<file path="config.mk">
export PLATFORM = sky130hd
export DESIGN_NAME = stream_mux_arb
export DESIGN_NICKNAME = d
export VERILOG_FILES = /design/src/rtl/stream_mux_arb_pkg.sv /design/src/rtl/stream_mux_arb_rr_arbiter.sv /design/src/rtl/stream_mux_arb.sv
export SDC_FILE = /design/constraint.sdc
export NUM_CORES = 1
export LEC_CHECK = 0
export BUFFER_PORTS_ARGS = -buffer_cell sky130_fd_sc_hd__clkbuf_2
export CAP_MARGIN = 20
export CORE_ASPECT_RATIO = 1.1
export CORE_MARGIN = 1
export CORE_UTILIZATION = 51
export CTS_CLUSTER_DIAMETER = 150
export CTS_CLUSTER_SIZE = 20
export DETAILED_ROUTE_END_ITERATION = 6
export PLACE_DENSITY = 0.8
export REMOVE_ABC_BUFFERS = 1
export SLEW_MARGIN = 10
export SYNTH_ARGS = -nofsm -noshare
export SYNTH_HDL_FRONTEND = slang
export SYNTH_HIERARCHICAL = 1
export SYNTH_SLANG_ARGS = --single-unit
export TNS_END_PERCENT = 30
</file>
<file path="constraint.sdc">
create_clock -name clk -period 3.09 [get_ports clk]
set_input_delay 0.309 -clock clk [delete_from_list [all_inputs] [get_ports clk]]
set_output_delay 0.309 -clock clk [all_outputs]
set_load 0.01 [all_outputs]
</file>
<file path="src/rtl/stream_mux_arb_pkg.sv">
// Shared definitions for the stream multiplexer/arbiter: selection modes,
// output register states and a width helper.
package stream_mux_arb_pkg;

  typedef enum logic [1:0] {
    MODE_FIXED  = 2'b00,
    MODE_RR     = 2'b01,
    MODE_FORCED = 2'b10,
    MODE_RSVD   = 2'b11
  } mode_e;

  typedef enum logic {
    ST_EMPTY = 1'b0,
    ST_FULL  = 1'b1
  } ostate_e;

  // Number of bits needed to index n items (n >= 2).
  function automatic int clog2(input int n);
    int r;
    r = 0;
    for (int i = 0; i < 32; i++) begin
      if ((1 << r) < n) r = r + 1;
    end
    return r;
  endfunction

endpackage

</file>
<file path="src/rtl/stream_mux_arb_rr_arbiter.sv">
// Combinational arbiter: one-hot grant plus granted index from per-channel
// requests under fixed-priority, round-robin or forced selection.
module rr_arbiter
  import stream_mux_arb_pkg::*;
#(
  parameter  int CHANNELS = 4,
  localparam int SEL_W    = clog2(CHANNELS)
) (
  input  logic [CHANNELS-1:0] req,
  input  logic [SEL_W-1:0]    ptr,
  input  logic [1:0]          mode,
  input  logic [SEL_W-1:0]    sel,
  output logic [CHANNELS-1:0] grant,
  output logic [SEL_W-1:0]    grant_idx,
  output logic                grant_vld
);

  // Channel visited at step k of the round-robin scan, wrapping at CHANNELS
  // rather than at a power of two.
  function automatic int rr_slot(input int base, input int k);
    int c;
    c = base + k;
    return (c >= CHANNELS) ? c - CHANNELS : c;
  endfunction

  int base;

  always_comb begin
    base = (int'(ptr) < CHANNELS) ? int'(ptr) : 0;
  end

  always_comb begin
    grant     = '0;
    grant_idx = '0;
    grant_vld = 1'b0;
    case (mode)
      MODE_RR: begin
        for (int k = 0; k < CHANNELS; k++) begin
          if (!grant_vld && req[rr_slot(base, k)]) begin
            grant_vld                  = 1'b1;
            grant_idx                  = SEL_W'(rr_slot(base, k));
            grant[rr_slot(base, k)]    = 1'b1;
          end
        end
      end
      MODE_FORCED: begin
        // An out-of-range sel matches no channel and so yields no grant.
        for (int i = 0; i < CHANNELS; i++) begin
          if (sel == SEL_W'(i) && req[i]) begin
            grant_vld = 1'b1;
            grant_idx = SEL_W'(i);
            grant[i]  = 1'b1;
          end
        end
      end
      default: begin
        for (int i = 0; i < CHANNELS; i++) begin
          if (!grant_vld && req[i]) begin
            grant_vld = 1'b1;
            grant_idx = SEL_W'(i);
            grant[i]  = 1'b1;
          end
        end
      end
    endcase
  end

endmodule

</file>
<file path="src/rtl/stream_mux_arb.sv">
// N-channel valid/ready stream multiplexer with a single registered output
// stage and run-time selectable arbitration policy.
module stream_mux_arb
  import stream_mux_arb_pkg::*;
#(
  parameter  int WIDTH    = 8,
  parameter  int CHANNELS = 4,
  localparam int SEL_W    = clog2(CHANNELS)
) (
  input  logic                      clk,
  input  logic                      rst_n,
  input  logic [1:0]                mode,
  input  logic [SEL_W-1:0]          sel,
  input  logic [CHANNELS-1:0]       in_valid,
  input  logic [CHANNELS*WIDTH-1:0] in_data,
  output logic [CHANNELS-1:0]       in_ready,
  output logic                      out_valid,
  output logic [WIDTH-1:0]          out_data,
  output logic [SEL_W-1:0]          out_chan,
  input  logic                      out_ready
);

  ostate_e             state_q, state_d;
  logic [WIDTH-1:0]    data_q, data_d;
  logic [SEL_W-1:0]    chan_q, chan_d;
  logic [SEL_W-1:0]    rr_ptr_q, rr_ptr_d;

  logic [CHANNELS-1:0] grant;
  logic [SEL_W-1:0]    grant_idx;
  logic                grant_vld;
  logic                load_en;
  logic                xfer;
  logic [WIDTH-1:0]    sel_word;

  rr_arbiter #(
    .CHANNELS (CHANNELS)
  ) u_arb (
    .req       (in_valid),
    .ptr       (rr_ptr_q),
    .mode      (mode),
    .sel       (sel),
    .grant     (grant),
    .grant_idx (grant_idx),
    .grant_vld (grant_vld)
  );

  // out_ready feeds in_ready combinationally; there is no skid buffer.
  // No handshake is offered while reset is held.
  assign load_en  = (state_q == ST_EMPTY) || out_ready;
  assign in_ready = (rst_n && load_en) ? grant : '0;
  assign xfer     = load_en && grant_vld;

  always_comb begin
    sel_word = '0;
    for (int i = 0; i < CHANNELS; i++) begin
      if (grant[i]) sel_word = in_data[i*WIDTH +: WIDTH];
    end
  end

  always_comb begin
    state_d  = state_q;
    data_d   = data_q;
    chan_d   = chan_q;
    rr_ptr_d = rr_ptr_q;
    if (xfer) begin
      state_d = ST_FULL;
      data_d  = sel_word;
      chan_d  = grant_idx;
      if (mode == MODE_RR) begin
        rr_ptr_d = (grant_idx == SEL_W'(CHANNELS - 1)) ? '0 : grant_idx + SEL_W'(1);
      end
    end else if (load_en) begin
      state_d = ST_EMPTY;
    end
  end

  always_ff @(posedge clk) begin
    if (!rst_n) begin
      state_q  <= ST_EMPTY;
      data_q   <= '0;
      chan_q   <= '0;
      rr_ptr_q <= '0;
    end else begin
      state_q  <= state_d;
      data_q   <= data_d;
      chan_q   <= chan_d;
      rr_ptr_q <= rr_ptr_d;
    end
  end

  assign out_valid = (state_q == ST_FULL);
  assign out_data  = data_q;
  assign out_chan  = chan_q;

endmodule

</file>
==> Yosys cells after proc, flatten, opt, wreduce, memory -nomap -nowiden <==
Cells that the tools add are included.
{ "word_totals": {"ff_bits": 13, "out_inout_bits": 15, "wordCells": 137, "inputBits": 43} }
{ "classes": {"n_reduce_logical": 27, "n_bitwise": 4, "mux": 76, "n_lt_le_gt_ge": 12, "n_addsub": 8, "n_eq_ne": 6} }
{ "op_table": {"columns": ["operator", "count"], "rows": [
  ["$ge 32x1->1 const B", 4],
  ["$lt 32x4->1 const B", 4],
  ["$mux 32", 4],
  ["$ge 32x4->1 const B", 3],
  ["$sub 32x4->32 const B", 3],
  ["$mux 1", 40],
  ["$mux 4", 8],
  ["$mux 8", 4],
  ["$mux 2", 9],
  ["$logic_and 1x1->1", 16],
  ["$or 4x4->4", 3],
  ["$bmux 1 s2", 4],
  ["$demux 1 s2", 4],
  ["$eq 2x2->1 const B", 4],
  ["$pmux 4 s2", 1],
  ["$add 2x2->3 const B", 2],
  ["$logic_not 1->1", 6],
  ["$eq 2x1->1 const B", 2],
  ["$pmux 2 s2", 1],
  ["$sub 2x3->4 const B", 1],
  ["$add 2x1->3 const B", 1],
  ["$ge 2x3->1 const B", 1],
  ["$add 2x1->2 const B", 1],
  ["$logic_not 2->1", 1],
  ["6 further kinds", 6]
]} }

==> Logic depth before layout (Yosys ltp) <==
{ "logic_depth": {"depth_word": 23, "mapped_depth": 14, "depth_no_buf": 11} }

==> Hierarchy <==
Netlist, hierarchy kept.
{ "modules_own_cells": {"columns": ["mod", "seq_area_each_um2", "cells_per_inst", "area_each_um2", "instances"], "rows": [
  ["stream_mux_arb", 260.2, 105, 920.9, 1],
  ["rr_arbiter", 0.0, 110, 768.2, 1]
]} }

==> Worst setup path after synthesis <==
Ideal clock, no wire load.
{ "synth_path": {"kind": "reg2out", "from": "reg rr_ptr_q[1]", "to": "out in_ready[3]", "arrival_ns": 2.445, "path_stages_with_launch": 12, "slack_ns": 0.336, "path_buffers": 4, "required_ns": 2.781, "cell_sequence": "dfxtp_1 buf_2 inv_1 ha_1 clkbuf_1 nor4b_1 o21ai_0 a21oi_1 a221o_1 buf_2 buf_2 and3_1"} }
{ "synth_via": {"elab_chain_cells": 20} }
{ "synth_lines": {"columns": ["item", "line", "text"], "rows": [
  ["start, declared", "stream_mux_arb.sv:26", "logic [SEL_W-1:0] rr_ptr_q, rr_ptr_d;"],
  ["start signal, assigned", "stream_mux_arb.sv:87", "rr_ptr_q <= rr_ptr_d;"],
  ["parallel branches: the longest is 17 deep, another holds $sub 32x4->32", null, null],
  ["$mux 4 (*)", "stream_mux_arb_rr_arbiter.sv:39", "if (!grant_vld && req[rr_slot(base, k)]) begin"],
  ["$pmux 4 s2 (*)", "stream_mux_arb_rr_arbiter.sv:36", "case (mode)"],
  ["net grant[3]", "stream_mux_arb.sv:28", "logic [CHANNELS-1:0] grant;"],
  ["$mux 4 (*)", "stream_mux_arb.sv:50", "assign in_ready = (rst_n && load_en) ? grant : '0;"],
  ["end, declared", "stream_mux_arb.sv:16", "output logic [CHANNELS-1:0] in_ready,"]
]} }
Mark *: on every way through the listed nets, which the timed path passes. The select of a mux whose other input is x is not followed.

==> Worst setup path in the final report <==
{ "layout_path": {"from": "reg rr_ptr_q[0]", "to": "out in_ready[3]"} }
Same word-level chain as after synthesis.

==> qor.csv <==
stage,metric,value,unit
synth,async_reset_ff_share,0,%
power_and_ir_drop,clkPwrFrac,16.4,%
timing,setup_violations,0,
grt,grt_pass1_vias,1607,
timing,whs,0.410,ns
synth,dominantRegCellSynth,dfxtp_1,
critical_path,cp.arrival,2.67,ns
power_and_ir_drop,power_frac_seq,30.7,%
synth,yosys_warnings,6,
critical_path,timing.rr.start,rr_ptr_q[0]$_SDFFE_PN0P_,
flow_run,cap_violations,0,
layout,mostFrequentLayoutCells,"clkbuf_2, nand2_1, inv_1",
critical_path,cp_max_fo,6,
grt,grt_pass1_wl,7360,um
critical_path,reg2reg_setup_slack,0.27,ns
timing,fmax,335,MHz
critical_path,end_kind,output pin,
power_and_ir_drop,total_power,0.649,mW
floorplan,core.rowCount,21,
cts,clock-sinks,13,
timing,period_minus_slack,2.98,ns
critical_path,worstPathRequired,2.78,ns
critical_path,startpoint_type,flip-flop,
outcome,outcome,finished with violations,
timing,worstMarginPinSlew,0.633,ns
grt,grtUsageTotal,25.2,%
cts,clk_pin_slew_worst_paths,0.08,ns
floorplan,die_h,62.4,um
floorplan,die_w,56.9,um
power_and_ir_drop,power.share.switching,39.4,%
timing,finalSetupTns,0,ns
power_and_ir_drop,pwr-share-comb,52.9,%
timing,slew_viol_final,0,
grt,grt-ovfl-total,0,
layout,diodes,0,
cts,hold_buffers,0,
cts,ctsLongestPathBuffers,2,
worst_hold_path,hold_path.class,input pin to flip-flop,
synth,synth_cells,215,
synth,ys_ff_latch,13,
critical_path,reg2reg_depth,11,
grt,grt_max_degree,20,
detailed_routing,drtPass1Iterations,7,
timing,min_period_over_period,96.5,%
grt,antenna_found_initial,0,
power_and_ir_drop,p_sw,0.256,mW
synth,avgSynthCellArea,7.86,sq um
timing,hold_violations,0,
placement,numPortBuffers,57,
floorplan,start_util,54.5,%
detailed_routing,via_per_inst,6.12,
outcome,violations,design-rule violations,
detailed_routing,ant_nets,0,
power_and_ir_drop,p_int,0.393,mW
layout,syn_to_final_growth,20.5,%
detailed_routing,drt-initial-drc-count,127,
worst_hold_path,holdPathEnd,rr_ptr_q[0]$_SDFFE_PN0P_,
timing,fin_skew,0.00287,ns
detailed_routing,wl_per_cell,14.9,um
floorplan,core-area,0.00310,sq mm
placement,dp.cells,295,
worst_hold_path,worstHoldPathCells,4,
cts,cts_root_buffer,clkbuf_4,
synth,yosysSeqAreaShare,15.4,%
detailed_routing,dr_total_vias,1837,
layout,final_cells,300,
cts,clock_latency,0.28,ns
power_and_ir_drop,power_density,319,mW/mm^2
critical_path,critical_path_class,flip-flop to output pin,
placement,place.gp.congestion,0.957,
placement,dpl.hpwl,3400,um
synth,synth_cell_types,49,
cts,tritoncts,built,
floorplan,die_area,0.00355,sq mm
critical_path,rr_endpoint,out_data[3]$_SDFFE_PN0P_,
layout,final_area,0.00204,sq mm
power_and_ir_drop,cellLeakagePower,0.913,nW
cts,numCtsBuffers,3,
detailed_routing,finalWirelength,4480,um
synth,syn-cell-area,0.00169,sq mm
synth,synth_edf_count,0,
cts,cts_max_level,1,
layout,layout-drive-gt1-share,36.1,%
timing,slew_headroom,57.8,%
placement,dpl_cell_area,0.00199,sq mm
power_and_ir_drop,peakVddDrop,0.153,mV
layout,final_nets,317,
worst_hold_path,min_from,mode[1],
detailed_routing,drc,16,
layout,final_common_cell,clkbuf_2,
floorplan,ioPinCount,58,
==> worst max-delay path: stages, from the launching register on <==
cell	delay [ns]
dfxtp_1	0.36
inv_1	0.11
ha_1	0.35
mux4_2	0.40
buf_4	0.18
a221oi_2	0.25
nor3_1	0.07
a221o_1	0.36
and3_1	0.18
clkbuf_2	0.12
==> cell usage after synthesis (2+ instances only) <==
master	count	area, sq um
a211oi_1	2	15.0
buf_6	4	45.0
a221oi_1	3	26.3
o31ai_1	5	37.5
a221o_1	2	20.0
nor2b_1	5	31.3
inv_1	18	67.6
nand4_1	2	12.5
o211ai_1	2	15.0
mux4_2	2	45.0
o21ai_0	11	55.1
a221oi_2	9	135
nand3b_1	9	67.6
buf_2	6	30.0
nand2b_1	4	25.0
nand3_1	13	65.1
mux2i_1	3	30.0
a21oi_2	8	70.1
a31oi_1	2	12.5
mux2_2	3	33.8
o221a_1	7	78.8
nor3_1	2	10.0
nand2_1	19	71.3
ha_1	7	87.6
and3_1	4	25.0
dfxtp_1	13	260
a21oi_1	11	55.1
nor2_1	11	41.3
clkbuf_1	8	30.0
==> flip-flops by register name (all words and copies together), names as in the netlist <==
register,count
out_chan,2
out_data,8
rr_ptr_q,2
out_valid,1
==> how the worst max path moves through the flow <==
stage,from,end,depth (start not counted)
4_1_cts,rr_ptr_q[0]$_SDFFE_PN0P_,in_ready[1],9
6_report,rr_ptr_q[0]$_SDFFE_PN0P_,in_ready[3],9
2_1_floorplan,rr_ptr_q[0]$_SDFFE_PN0P_,in_ready[2],7
3_5_place_dp,rr_ptr_q[0]$_SDFFE_PN0P_,out_data[5]$_SDFFE_PN0P_,9
5_1_grt,rr_ptr_q[0]$_SDFFE_PN0P_,in_ready[3],9
3_3_place_gp,rr_ptr_q[0]$_SDFFE_PN0P_,out_data[5]$_SDFFE_PN0P_,10
==> power groups by stage <==
stage,clock network (mW),logic [mW],registers [mW]
3_5_place_dp,0,0.335,0.203
5_1_grt,0.118,0.378,0.201
4_1_cts,0.107,0.336,0.199
3_3_place_gp,0,0.330,0.202
6_report,0.107,0.343,0.199
2_1_floorplan,0,0.200,0.215
==> stage by stage <==
stage	setup WS, ns	util [%]
final	0.109	65.7
after global routing	-0.0162	65.7
after CTS	0.112	65.1
after detailed placement	0.382	64.2
after global placement	0.409	64.2
after floorplan	-1.37	-
==> area by class of cell <==
cell class,instances,area (sq um)
clock buffer,4,26.3
fill,264,1060
inverter,18,67.6
multi-input combinational,165,1270
sequential,13,260
tap,34,42.5
timing repair buffer,66,373
==> cells by family after synthesis <==
kind of cell | Yosys count | share of synthesized area (%)
buffers and inverters | 37 | 10.7
and+or+nand+nor | 80 | 26.3
AOI/OAI and AO/OA | 69 | 34.4
adders and majority gates | 7 | 5.18
DFF | 13 | 15.4
muxes | 9 | 8.00
==> timing repair <==
action / CTS / global route
hold endpoints to repair: 0 / 0
endpoints found under the setup margin: 0 / 2
resized for setup: 0 / 3
setup buffers: 0 / 1
==> per-layer routing <==
layer,up-vias,GRT usage (%),part of all wire [%]
li1,913,-,-
met1,846,35.4,45
met2,70,39.6,47
met3,8,3.13,5.8
met4,0,8.23,1.7
met5,-,0,0
Note: power is estimated with default switching activity, not from simulation.
